--- src/rtl/operand_a_stage.sv ---
// ID/EX operand-A stage: selects rs1/PC with MEM/WB forwarding, detects
// load-use hazards and registers the EX-stage operand A bundle.
module operand_a_stage #(
  parameter logic [31:0] NOP_INST = 32'h0000_0013
) (
  input  logic        clk,
  input  logic        rst,
  input  logic        stall,
  input  logic        flush,
  input  logic        in_valid,
  input  logic [31:0] in_inst,
  input  logic [31:0] in_pc,
  input  logic [31:0] in_rs1_data,
  input  logic        asel,
  input  logic        mem_we,
  input  logic        mem_is_load,
  input  logic [4:0]  mem_rd,
  input  logic [31:0] mem_data,
  input  logic        wb_we,
  input  logic [4:0]  wb_rd,
  input  logic [31:0] wb_data,
  output logic        out_valid,
  output logic [31:0] out_inst,
  output logic [31:0] out_pc,
  output logic        out_asel,
  output logic [31:0] out_a,
  output logic        load_use_stall
);

  // Flow control: an instruction moves into EX on an edge with stall=0;
  // stall=1 holds the bundle, flush/hazard replace it with a bubble.
  logic [4:0]  w_rs1;
  logic [4:0]  w_out_rs1;
  logic        w_hazard;
  logic [31:0] w_next_a;
  logic [31:0] w_hold_a;

  logic        r_valid;
  logic [31:0] r_inst;
  logic [31:0] r_pc;
  logic        r_asel;
  logic [31:0] r_a;

  assign w_rs1     = in_inst[19:15];
  assign w_out_rs1 = r_inst[19:15];

  assign w_hazard = in_valid & ~asel & mem_we & mem_is_load &
                    (mem_rd != 5'd0) & (mem_rd == w_rs1);

  assign load_use_stall = ~rst & w_hazard & ~flush & ~stall;

  always_comb begin
    w_next_a = in_rs1_data;
    if (asel) begin
      w_next_a = in_pc;
    end else if (mem_we && !mem_is_load && mem_rd == w_rs1 && w_rs1 != 5'd0) begin
      w_next_a = mem_data;
    end else if (wb_we && wb_rd == w_rs1 && w_rs1 != 5'd0) begin
      w_next_a = wb_data;
    end
  end

  // While held, a waiting rs1 consumer keeps picking up late ALU/WB results.
  always_comb begin
    w_hold_a = r_a;
    if (r_valid && !r_asel && w_out_rs1 != 5'd0) begin
      if (mem_we && !mem_is_load && mem_rd == w_out_rs1) begin
        w_hold_a = mem_data;
      end else if (wb_we && wb_rd == w_out_rs1) begin
        w_hold_a = wb_data;
      end
    end
  end

  always_ff @(posedge clk) begin
    if (rst) begin
      r_valid <= 1'b0;
      r_inst  <= NOP_INST;
      r_pc    <= 32'd0;
      r_asel  <= 1'b0;
      r_a     <= 32'd0;
    end else if (flush || (!stall && w_hazard)) begin
      r_valid <= 1'b0;
      r_inst  <= NOP_INST;
      r_pc    <= in_pc;
      r_asel  <= 1'b0;
      r_a     <= 32'd0;
    end else if (stall) begin
      r_a     <= w_hold_a;
    end else begin
      r_valid <= in_valid;
      r_inst  <= in_inst;
      r_pc    <= in_pc;
      r_asel  <= asel;
      r_a     <= w_next_a;
    end
  end

  assign out_valid = r_valid;
  assign out_inst  = r_inst;
  assign out_pc    = r_pc;
  assign out_asel  = r_asel;
  assign out_a     = r_a;

endmodule
--- config.mk ---
export PLATFORM = sky130hd
export DESIGN_NAME = operand_a_stage
export DESIGN_NICKNAME = d
export VERILOG_FILES = /design/src/rtl/operand_a_stage.sv
export SDC_FILE = /design/constraint.sdc
export NUM_CORES = 1
export LEC_CHECK = 0
export CORE_UTILIZATION = 40
export CTS_CLUSTER_DIAMETER = 30
export DETAILED_ROUTE_END_ITERATION = 7
export HOLD_SLACK_MARGIN = 0.02
export PLACE_DENSITY = 0.81
export SLEW_MARGIN = 30
export SYNTH_ARGS = -nofsm -noshare
export SYNTH_HDL_FRONTEND = slang
export SYNTH_SLANG_ARGS = --single-unit
--- constraint.sdc ---
create_clock -name clk -period 2.4 [get_ports clk]
set_input_delay 0.24 -clock clk [delete_from_list [all_inputs] [get_ports clk]]
set_output_delay 0.24 -clock clk [all_outputs]
set_load 0.02 [all_outputs]
---- After elaboration in Yosys (flattened, before gate mapping) ----
Index checks and enable logic that the tools add are counted.
operators by class
  bitwise operators ....................... 12
  magnitude comparators ................... 0
  $mul .................................... 0
  equality and inequality tests ........... 7
  add/subtract/negate cells ............... 0
  shift operators ......................... 0
  mux-type cells .......................... 9
  divide/modulo/power cells ............... 0
  reductions and logical operators ........ 19
operators with widths
  operator                                                                  count
  32-bit 2-to-1 mux                                                         9
  5-bit equality test                                                       4
  5-bit nonzero test                                                        3
  1-bit logical AND                                                         10
  1-bit AND                                                                 8
  2-bit by 1-bit inequality test with 1-bit output (second input constant)  2
  1-bit NOT                                                                 4
  1-bit logical NOT                                                         3
  3-bit by 1-bit inequality test with 1-bit output (second input constant)  1
  2-bit AND reduction                                                       1
  2-bit OR reduction                                                        1
  1-bit logical OR                                                          1
storage, ports and cells
  bits in writable memories ............... 0
  latch bits .............................. 0
  word-level logic and storage cells ...... 52
  memories kept ........................... 0
  bits in read-only memories .............. 0
  register bits ........................... 98
  input bits .............................. 179

---- Logic depth before layout (Yosys ltp) ----
Gate-level depths: netlist of the first run.
  word-level depth ........................ 9
  depth in mapped cells ................... 8

---- Worst setup path after synthesis of the first run ----
No wires, ideal clock.
  kind .................................... register -> register
  from .................................... register r_inst[19], in the netlist out_inst[19]
  to ...................................... register r_a[0], in the netlist out_a[0]
  library setup time ...................... 0.119 ns
  cell stages (with the launch flop) ...... 8
  arrival time ............................ 1.811 ns
  setup slack ............................. 0.470 ns
  buffers on the path ..................... 1
  cells stage by stage .................... dfxtp_1 > xor2_1 > nor4_1 > o2111ai_1 > clkbuf_1 > o221ai_1 > nand3_1 > o221a_1
on the way
  word-level cells in the longest chain between the ends .. 5
  elaborated cells between the ends (all ways) .. 12
RTL lines
  element                 RTL line  source
  start, declared         39        logic [31:0] r_inst;
  start signal, assigned  92        r_inst <= in_inst;
  5-bit equality test     67        if (mem_we && !mem_is_load && mem_rd == w_out_rs1) begin
  1-bit logical AND       67
  32-bit 2-to-1 mux       67
  32-bit 2-to-1 mux       66        if (r_valid && !r_asel && w_out_rs1 != 5'd0) begin
  32-bit 2-to-1 mux       88        end else if (stall) begin
  end signal, assigned    89        r_a <= w_hold_a;
  end signal, assigned    95        r_a <= w_next_a;
  end, declared           42        logic [31:0] r_a;
Several ways; a longest one is shown, not always the timed one. The select of a mux whose other input is x is not followed.
A chain may end at the register's enable or synchronous reset.

---- Final worst setup path of the first run ----
  from .................................... input mem_rd[1]
  to ...................................... output load_use_stall
on the way
  word-level cells in the longest chain between the ends .. 6
  elaborated cells between the ends (all ways) .. 7
RTL lines
  element                     RTL line  source
  start, declared             17        input logic [4:0] mem_rd,
  5-bit nonzero test          48        (mem_rd != 5'd0) & (mem_rd == w_rs1);
  1-bit AND                   47        assign w_hazard = in_valid & ~asel & mem_we & mem_is_load &
  1-bit AND (*)               48
  1-bit AND (*) (3 in a row)  50        assign load_use_stall = ~rst & w_hazard & ~flush & ~stall;
  end, declared               27        output logic load_use_stall
Every way passes the cells marked *; elsewhere a longest branch is shown, timed or not.

==> reports/qor.txt, run 1 <==
Startpoint Class -> primary input
Syn avg cell area -> 8.86 µm²
Net Sw Frac -> 0.292
Fin util -> 0.665
Critical-path cell list -> clkdlybuf4s50_1 -> or4_1 -> o211a_1 -> and3_1 -> nor2b_1 -> clkdlybuf4s15_1
Core Area -> 0.0133 mm²
Pwr Total -> 4.25 mW
GRT overflow -> 0
Sequential fraction of the synthesis area -> 0.358
Initial Util -> 0.412
Global-route wire length before repair -> 31200 µm
Warnings from Yosys -> 0
Net Count, Synth -> 797
Hold crit path type -> reg -> reg
Clock share of power -> 0.333
Die H -> 119 µm
Largest family of logic cells by synthesized area -> simple AND/OR/NAND/NOR gates
Slew HR -> 0.710
Static Leakage -> 3.25 nW
DR DRC count -> 0
Fin Clk Skew -> 0.00732 ns
ANT cells -> 0
Worst R2R Path Depth -> 7
Hold Fails Final Rpt -> 0
Final setup vio count -> 0
Worst-skew pair later-pin latency -> 0.35 ns
Library cells used by synthesis -> 44
Share of cells above drive strength 1 -> 0.120
Post-CTS setup buffer count -> 0
Net Switching -> 1.24 mW
Avg Vias per Cell -> 5.44
Total track usage -> 0.285
CTS Buf Count -> 9
Post-synthesis mux area share -> 0.117
DP HPWL -> 15400 µm
Post-Place Worst Slack -> -0.141 ns
Vias in the first global route -> 5869
Clk sinks -> 98
Initial antenna violation count -> 0
DRT antenna net count -> 0
Slew Limit Fails -> 0
Max Cap Violations -> 0
Fmax -> 0.432 GHz
PD cells -> 481 mW/mm²
Adder and majority gate portion of the synthesized area -> 0
RSZ-0062 raised after global routing -> no
Worst vdd ir -> 0.000348 V
Min-Delay Path Depth -> 2
WP data required -> 2.16 ns
Largest stage delay on the critical path -> 0.56 ns
CTS tree -> done
Filler cells -> 1089
Crit Path Max Fanout -> 2
Worst-margin pin slew -> 0.435 ns
1st-pass router iterations -> 5
Min cycle time layout -> 2.31 ns
Comb power frac -> 0.255
Post-Synth Simple-Gate Area -> 0.216
Row count -> 42
Largest net degree at the start of global routing -> 72
Fin Hold WS -> 0.452 ns
Hold_buf cts -> 0
Compound-Gate Fraction of Synth Area -> 0.206
Final setup margin -> 0.0850 ns
Die area -> 0.0142 mm²
Clock Tree Buf Depth -> 2
CTS root buf -> clkbuf_16
Port bufs -> 277
FF+latch count, synth -> 98
Routability cong. -> 0.879
Flop pwr share -> 0.412
Clock slew seen by the registers of the worst setup and hold paths -> 0.07 ns
Mapped Cells -> 618
Worst path arrival time -> 2.07 ns
Crit end category -> output port
Number of H-tree levels -> 3
Routed length per instance -> 18.7 µm
Status -> complete, no violations
Area Growth Syn to Fin -> 61.4%
Setup TNS -> 0 ns
DRT iter0 DRCs -> 399
Routed wire length -> 20200 µm
Nets -> 1079
Slowest stage cell, crit path -> or4_1
Chip width -> 119 µm
CP Class -> in -> out
Cell Int Power -> 3.01 mW
DR vias -> 5885
Period utilization -> 0.965
IO Pins -> 278
Synth Area in XOR/XNOR -> 0.0320
Synthesized cell area -> 0.00547 mm²
==> worst max-delay path: cells and delay by family <==
| kind | cells | cell delay, ns |
|---|---|---|
| compound gates | 1 | 0.24 |
| buf+inv | 2 | 0.72 |
| simple gates | 3 | 0.87 |
==> stage by stage <==
step,std cells,cell area [µm²]
finish,1081,8840
floorplan,618,5470
detailed placement,1065,8550
global placement,1065,8550
CTS,1081,8830
global route,1081,8840
==> cells in the final DEF, fill, tap and decap left out, types with 12 or more instances in the layout <==
cell,netlist,layout
clkdlybuf4s50_1,0,275
dfxtp_1,98,98
nand2_1,82,82
a21oi_1,67,66
mux2i_1,64,64
nor2_1,46,45
buf_4,4,39
o221ai_1,32,32
nor2_4,31,31
nor3_1,22,22
a211o_1,21,21
o21ai_1,20,20
nand3_1,12,12
==> cells by family (layout without fill, tap and decap cells) <==
logic type             Yosys count  after routing
flip-flops                      98             98
AND/OR/NAND/NOR                216            216
XOR/XNOR                        20             20
AO/OA/AOI/OAI                  166            166
buffers and inverters           54            341
multiplexers                    64             64
==> routing by layer <==
metal	vias to the layer above	global-route usage	part of all wire
met3	51	0.0699	0.089
met4	0	0.142	0.037
met2	331	0.491	0.48
met1	2712	0.328	0.39
li1	2791	-	-
met5	-	0	0
==> power by group through the flow <==
| stage | Clock [mW] | Sequential (mW) | Combinational (mW) |
|---|---|---|---|
| after floorplan | 0 | 1.88 | 0.371 |
| after global placement | 0 | 1.79 | 1.07 |
| after detailed placement | 0 | 1.79 | 1.08 |
| after CTS | 1.45 | 1.75 | 1.08 |
| after global routing | 1.52 | 1.76 | 1.15 |
| final | 1.42 | 1.75 | 1.08 |
==> worst paths after layout <==
| check | slack, ns | start | to |
|---|---|---|---|
| worst min-delay path | 0.45 | out_pc[1] | out_pc[1] |
| worst min register to register | 0.45 | out_pc[1] | out_pc[1] |
| worst max register to register | 0.29 | out_inst[19] | out_a[30] |
| worst max-delay path | 0.09 | mem_rd[1] | load_use_stall |
==> synthesized netlist by cell type (all sizes together) <==
master	number	area share
mux2i	64	0.12
nor4	2	0.0050
o221a	11	0.023
nor3	23	0.022
or4	3	0.0048
nand2	83	0.057
o221ai	32	0.051
buf	24	0.040
or3b	1	0.0016
nor2	77	0.095
inv	1	0.00069
xor2	11	0.018
o21ai	32	0.030
nand3	12	0.011
dfxtp	98	0.36
o211a	1	0.0018
nor2b	3	0.0034
a21oi	67	0.061
o2111ai	1	0.0016
nand2b	4	0.0046
dlygate4sd3	1	0.0018
xnor2	9	0.014
nand4b	1	0.0027
a211o	21	0.034
clkbuf	28	0.028
or2	3	0.0034
a31oi	1	0.0039
nand4	2	0.0023
and3	2	0.0025
==> layout make-up <==
cell class	instances	area, µm²	share of cell area
clock inverter	7	57.6	0.00651
multi-input combinational	466	3130	0.354
sequential	98	1960	0.222
inverter	1	3.75	0.000425
tap	176	220	0.0249
clock buffer	9	225	0.0255
timing repair buffer	324	3240	0.366
==> registers in the layout (all words and copies together), names as in the netlist <==
| register | count |
|---|---|
| out_a | 32 |
| out_asel | 1 |
| out_inst | 32 |
| out_pc | 32 |
| out_valid | 1 |
==> repair_timing <==
action / 4_1_cts / 5_1_grt
hold endpoints to repair: 0 / 0
gates resized for setup: 1 / 1
endpoints found under the setup margin: 1 / 1
No activity file was read; power rests on OpenSTA's default activity.
==> run 2, diff against run 1 <==
CORE_MARGIN = 4   (was default)
clock period = 2.6 ns   (was 2.4 ns; I/O delays follow)
==> run 2 against run 1 <==
  * Combinational power fell by 9%
  * Worst hold slack got worse by 0.0017 ns
  * Final cell count fell by 1.2%
  * Register-to-register slack improved by 0.20 ns
  * Clock power fell by 9%
  * Largest cell class is now multi-input combinational cells
  * Power fell by 8.6%
  * Flip-flop and latch count did not move
==> reports/qor.txt, run 2 (synthesis results as in run 1) <==
Status -> complete, no violations
Clk sinks -> 98
Final setup vio count -> 0
RSZ-0062 raised after global routing -> no
R2r endpoint -> out_a[30]
Met2 Use GR -> 0.446
Vias in the first global route -> 5968
Commonest non-fill, non-tap cell in the layout -> clkdlybuf4s50_1
DP HPWL -> 15700 µm
Total track usage -> 0.257
Worst R2R Path Depth -> 8
CTS tree -> done
Nets -> 1067
Commonest non-fill, non-tap cells in the layout -> 275 x clkdlybuf4s50_1, 98 x dfxtp_1, 82 x nand2_1, 66 x a21oi_1, 64 x mux2i_1
Fmax -> 0.446 GHz
Core Area -> 0.0133 mm²
PD cells -> 447 mW/mm²
Routability cong. -> 0.859
GRT overflow -> 0
Global-route wire length before repair -> 32500 µm
Pwr Total -> 3.88 mW
R2R Path Start -> out_inst[19]
Worst vdd ir -> 0.000298 V
Routed length per instance -> 19.4 µm
Port bufs -> 277
Crit path launch -> mem_rd[2]
Routed wire length -> 20700 µm
Largest net degree at the start of global routing -> 65
Worst Hold End -> out_pc[7]
Initial antenna violation count -> 0
Area Growth Syn to Fin -> 58.9%
Hold crit path type -> reg -> reg
Startpoint Class -> primary input
Worst hold path startpoint -> out_pc[7]
Worst path arrival time -> 1.98 ns
FF-to-FF setup slack -> 0.49 ns
Number of H-tree levels -> 3
Chip width -> 125 µm
Crit end category -> output port
GR peak layer -> met2
Period utilization -> 0.862
Initial Util -> 0.410
Setup TNS -> 0 ns
Avg Vias per Cell -> 5.49
Slew Limit Fails -> 0
Max Cap Violations -> 0
CP Class -> in -> out
Clock Tree Buf Depth -> 2
DRT iter0 DRCs -> 378
DRT antenna net count -> 0
Die area -> 0.0156 mm²
CTS root buf -> clkbuf_16
M3 GR Usage -> 0.0670
Crit Path Max Fanout -> 2
DR DRC count -> 0
Row count -> 42
Share of cells above drive strength 1 -> 0.108
1st-pass router iterations -> 5
Slew HR -> 0.516
Global-route track usage on met1 -> 0.309
CTS Buf Count -> 9
ANT cells -> 0
Fin util -> 0.651
Hold Fails Final Rpt -> 0
Die H -> 125 µm
Min cycle time layout -> 2.24 ns
Worst-margin pin slew -> 0.726 ns
Min-Delay Path Depth -> 2
IO Pins -> 278
Fin Clk Skew -> 0.00750 ns
Worst-skew pair later-pin latency -> 0.35 ns
Clock slew seen by the registers of the worst setup and hold paths -> 0.07 ns
Static Leakage -> 3.19 nW
Post-CTS setup buffer count -> 0
WP data required -> 2.34 ns
DR vias -> 5860
==> run 2: routing by layer <==
metal  share of wire  up-vias
met3           0.089       45
met2            0.49      317
met5               0        -
met1            0.39     2735
li1                -     2763
met4           0.030        0
==> run 2: cell type report <==
cell class                 instances  area (µm²)
multi-input combinational        466        3130
sequential                        98        1960
fill                            1166        4650
inverter                           1        3.75
timing repair buffer             312        3100
clock inverter                     6        52.6
clock buffer                       9         225
tap                              176         220
==> run 2: worst max-delay path, stage by stage <==
cell	delay, ns
clkdlybuf4s50_1	0.43
or4_1	0.53
o211a_1	0.24
and3_1	0.19
nor2b_1	0.12
dlymetal6s2s_1	0.21
==> run 2: metrics by stage <==
| stage | instances | area [µm²] | hold WS (ns) | setup slack [ns] |
|---|---|---|---|---|
| 2_1_floorplan | 618 | 5470 | 0.385 | 0.670 |
| 3_3_place_gp | 1053 | 8420 | 0.437 | 0.0234 |
| 3_5_place_dp | 1053 | 8420 | 0.443 | 0.0237 |
| 4_1_cts | 1068 | 8690 | 0.453 | 0.0190 |
| 5_1_grt | 1068 | 8700 | 0.472 | 0.289 |
| 6_report | 1068 | 8700 | 0.450 | 0.360 |
==> run 2: worst max-delay path by stage <==
| stage | cells after the start | end |
|---|---|---|
| CTS | 6 | load_use_stall |
| detailed placement | 6 | load_use_stall |
| global route | 9 | out_a[11] |
| global placement | 6 | load_use_stall |
| finish | 6 | load_use_stall |
| floorplan | 7 | out_a[0] |
==> run 2: power by group <==
part | internal, mW | total, mW | switching [mW]
logic | 0.526 | 0.980 | 0.455
clock network | 0.658 | 1.29 | 0.629
registers | 1.57 | 1.62 | 0.0423
==> run 2: timing repair <==
item | in CTS | in global routing
hold buffers | 0 | 0
endpoints found under the setup margin | 0 | 1
resized for setup | 0 | 1
==> run 3, diff against run 2 <==
RECOVER_POWER = 100   (was default)
==> run 3 against run 2 <==
  * First-iteration DRC count down 16%
  * Register-to-register slack barely moved
  * Maximum frequency shrank 3.4%
  * Critical path type is now in -> reg
==> reports/qor.txt, run 3 (synthesis results as in run 1) <==
Final setup vio count -> 0
Hold crit path type -> reg -> reg
Area of the multi-input gates -> 0.00301 mm²
Slew Limit Fails -> 0
Commonest non-fill, non-tap cell in the layout -> clkdlybuf4s50_1
Pwr Total -> 3.83 mW
Total track usage -> 0.257
DR DRC count -> 0
CP most frequent cell -> buf_4
Fin Hold WS -> 0.447 ns
Final setup margin -> 0.281 ns
CTS tree -> done
Routed wire length -> 20800 µm
DRT antenna net count -> 0
FF-to-FF setup slack -> 0.48 ns
Die H -> 125 µm
Routed length per instance -> 19.4 µm
Slowest stage cell, crit path -> or4_1
Number of H-tree levels -> 3
Clk sinks -> 98
DRT iter0 DRCs -> 317
Die area -> 0.0156 mm²
Post-Place Worst Slack -> 0.0237 ns
Port bufs -> 277
Nets -> 1067
Post-CTS setup buffer count -> 0
PD cells -> 448 mW/mm²
CP Class -> in -> reg
Clock slew seen by the registers of the worst setup and hold paths -> 0.07 ns
Slew HR -> 0.0713
Worst-skew pair later-pin latency -> 0.35 ns
Startpoint Class -> primary input
Design area -> 0.00855 mm²
Vias in the first global route -> 5968
Routability cong. -> 0.859
Max Cap Violations -> 0
Crit end category -> flop
CTS root buf -> clkbuf_16
Critical-path cell list -> clkdlybuf4s50_1 -> or4_1 -> o211a_1 -> buf_4 -> a31oi_1 -> nand2_2 -> buf_4 -> a211o_1 -> o21ai_0
Commonest non-fill, non-tap cells in the layout -> 177 x clkdlybuf4s50_1, 98 x dfxtp_1, 98 x dlygate4sd3_1, 82 x nand2_1, 66 x a21oi_1
GRT overflow -> 0
Status -> complete, no violations
WP data required -> 2.87 ns
Initial Util -> 0.410
Avg Vias per Cell -> 5.45
DR vias -> 5824
Placed Area -> 0.00842 mm²
Worst path arrival time -> 2.58 ns
Top cell family by delay on the critical path -> compound AO/OA/AOI/OAI gates
Clock Tree Buf Depth -> 2
Static Leakage -> 3.41 nW
Worst R2R Path Depth -> 8
ANT cells -> 0
Global-route wire length before repair -> 32500 µm
Initial antenna violation count -> 0
RSZ-0062 raised after global routing -> no
Row count -> 42
DP HPWL -> 15700 µm
Min-Delay Path Depth -> 2
Filler cells -> 1198
Min cycle time layout -> 2.32 ns
Crit Path Max Fanout -> 9
Hold Fails Final Rpt -> 0
FF+latch area -> 0.00196 mm²
Chip width -> 125 µm
Period utilization -> 0.892
Largest net degree at the start of global routing -> 65
Share of cells above drive strength 1 -> 0.0908
Fmax -> 0.431 GHz
Setup TNS -> 0 ns
Area Growth Syn to Fin -> 56.2%
CTS Buf Count -> 9
Core Area -> 0.0133 mm²
Worst-margin pin slew -> 1.39 ns
Critical path depth in cells -> 9
Fin Clk Skew -> 0.00797 ns
1st-pass router iterations -> 5
IO Pins -> 278
Largest stage delay on the critical path -> 0.54 ns
Buffers plus inverters on the worst setup path -> 3
Worst vdd ir -> 0.000296 V
[run 3: power breakdown]
| group | leakage [nW] | switching, mW | total (mW) | internal [mW] |
|---|---|---|---|---|
| Sequential | 0.805 | 0.0390 | 1.61 | 1.57 |
| Combinational | 2.47 | 0.440 | 0.933 | 0.493 |
| Clock | 0.130 | 0.626 | 1.28 | 0.658 |
| Total | 3.41 | 1.11 | 3.83 | 2.73 |
[run 3: layer usage]
metal	vias up	global-route usage	wire, µm
li1	2765	-	-
met2	301	0.446	10000
met4	0	0.0899	590
met1	2717	0.309	8330
met5	-	0	0
met3	41	0.0670	1830
[run 3: worst register-to-register path: stages (launching register included)]
cell and delay (ns):
dfxtp_1 0.37, xor2_1 0.18, nor4_1 0.32, buf_4 0.17, o2111ai_1 0.16, buf_4 0.23, o221ai_1 0.17, nand3_1 0.11
o221a_2 0.31
[run 3: worst paths after layout]
kind / start / to
worst max-delay path: mem_rd[1] / out_a[15]
worst min-delay path: out_pc[7] / out_pc[7]
worst max register to register: out_inst[19] / out_a[30]
worst min register to register: out_pc[7] / out_pc[7]
[run 3: area by class of cell]
class | count | share of cell area
inverters | 1 | 0.000439
repair buffers | 312 | 0.359
clock buffers | 9 | 0.0263
well taps | 176 | 0.0257
clock inverters | 6 | 0.00614
flip-flops and latches | 98 | 0.229
multi-input cells | 466 | 0.352
[run 3: metrics by stage]
stage,util,instances
after detailed placement,0.630,1053
after floorplan,-,618
after CTS,0.651,1068
after global placement,0.630,1053
after global routing,0.641,1068
final,0.641,1068
[run 3: repair_timing]
action | CTS | global route
endpoints found under the setup margin | 0 | 1
gates resized for setup | 0 | 1
hold buffers | 0 | 0
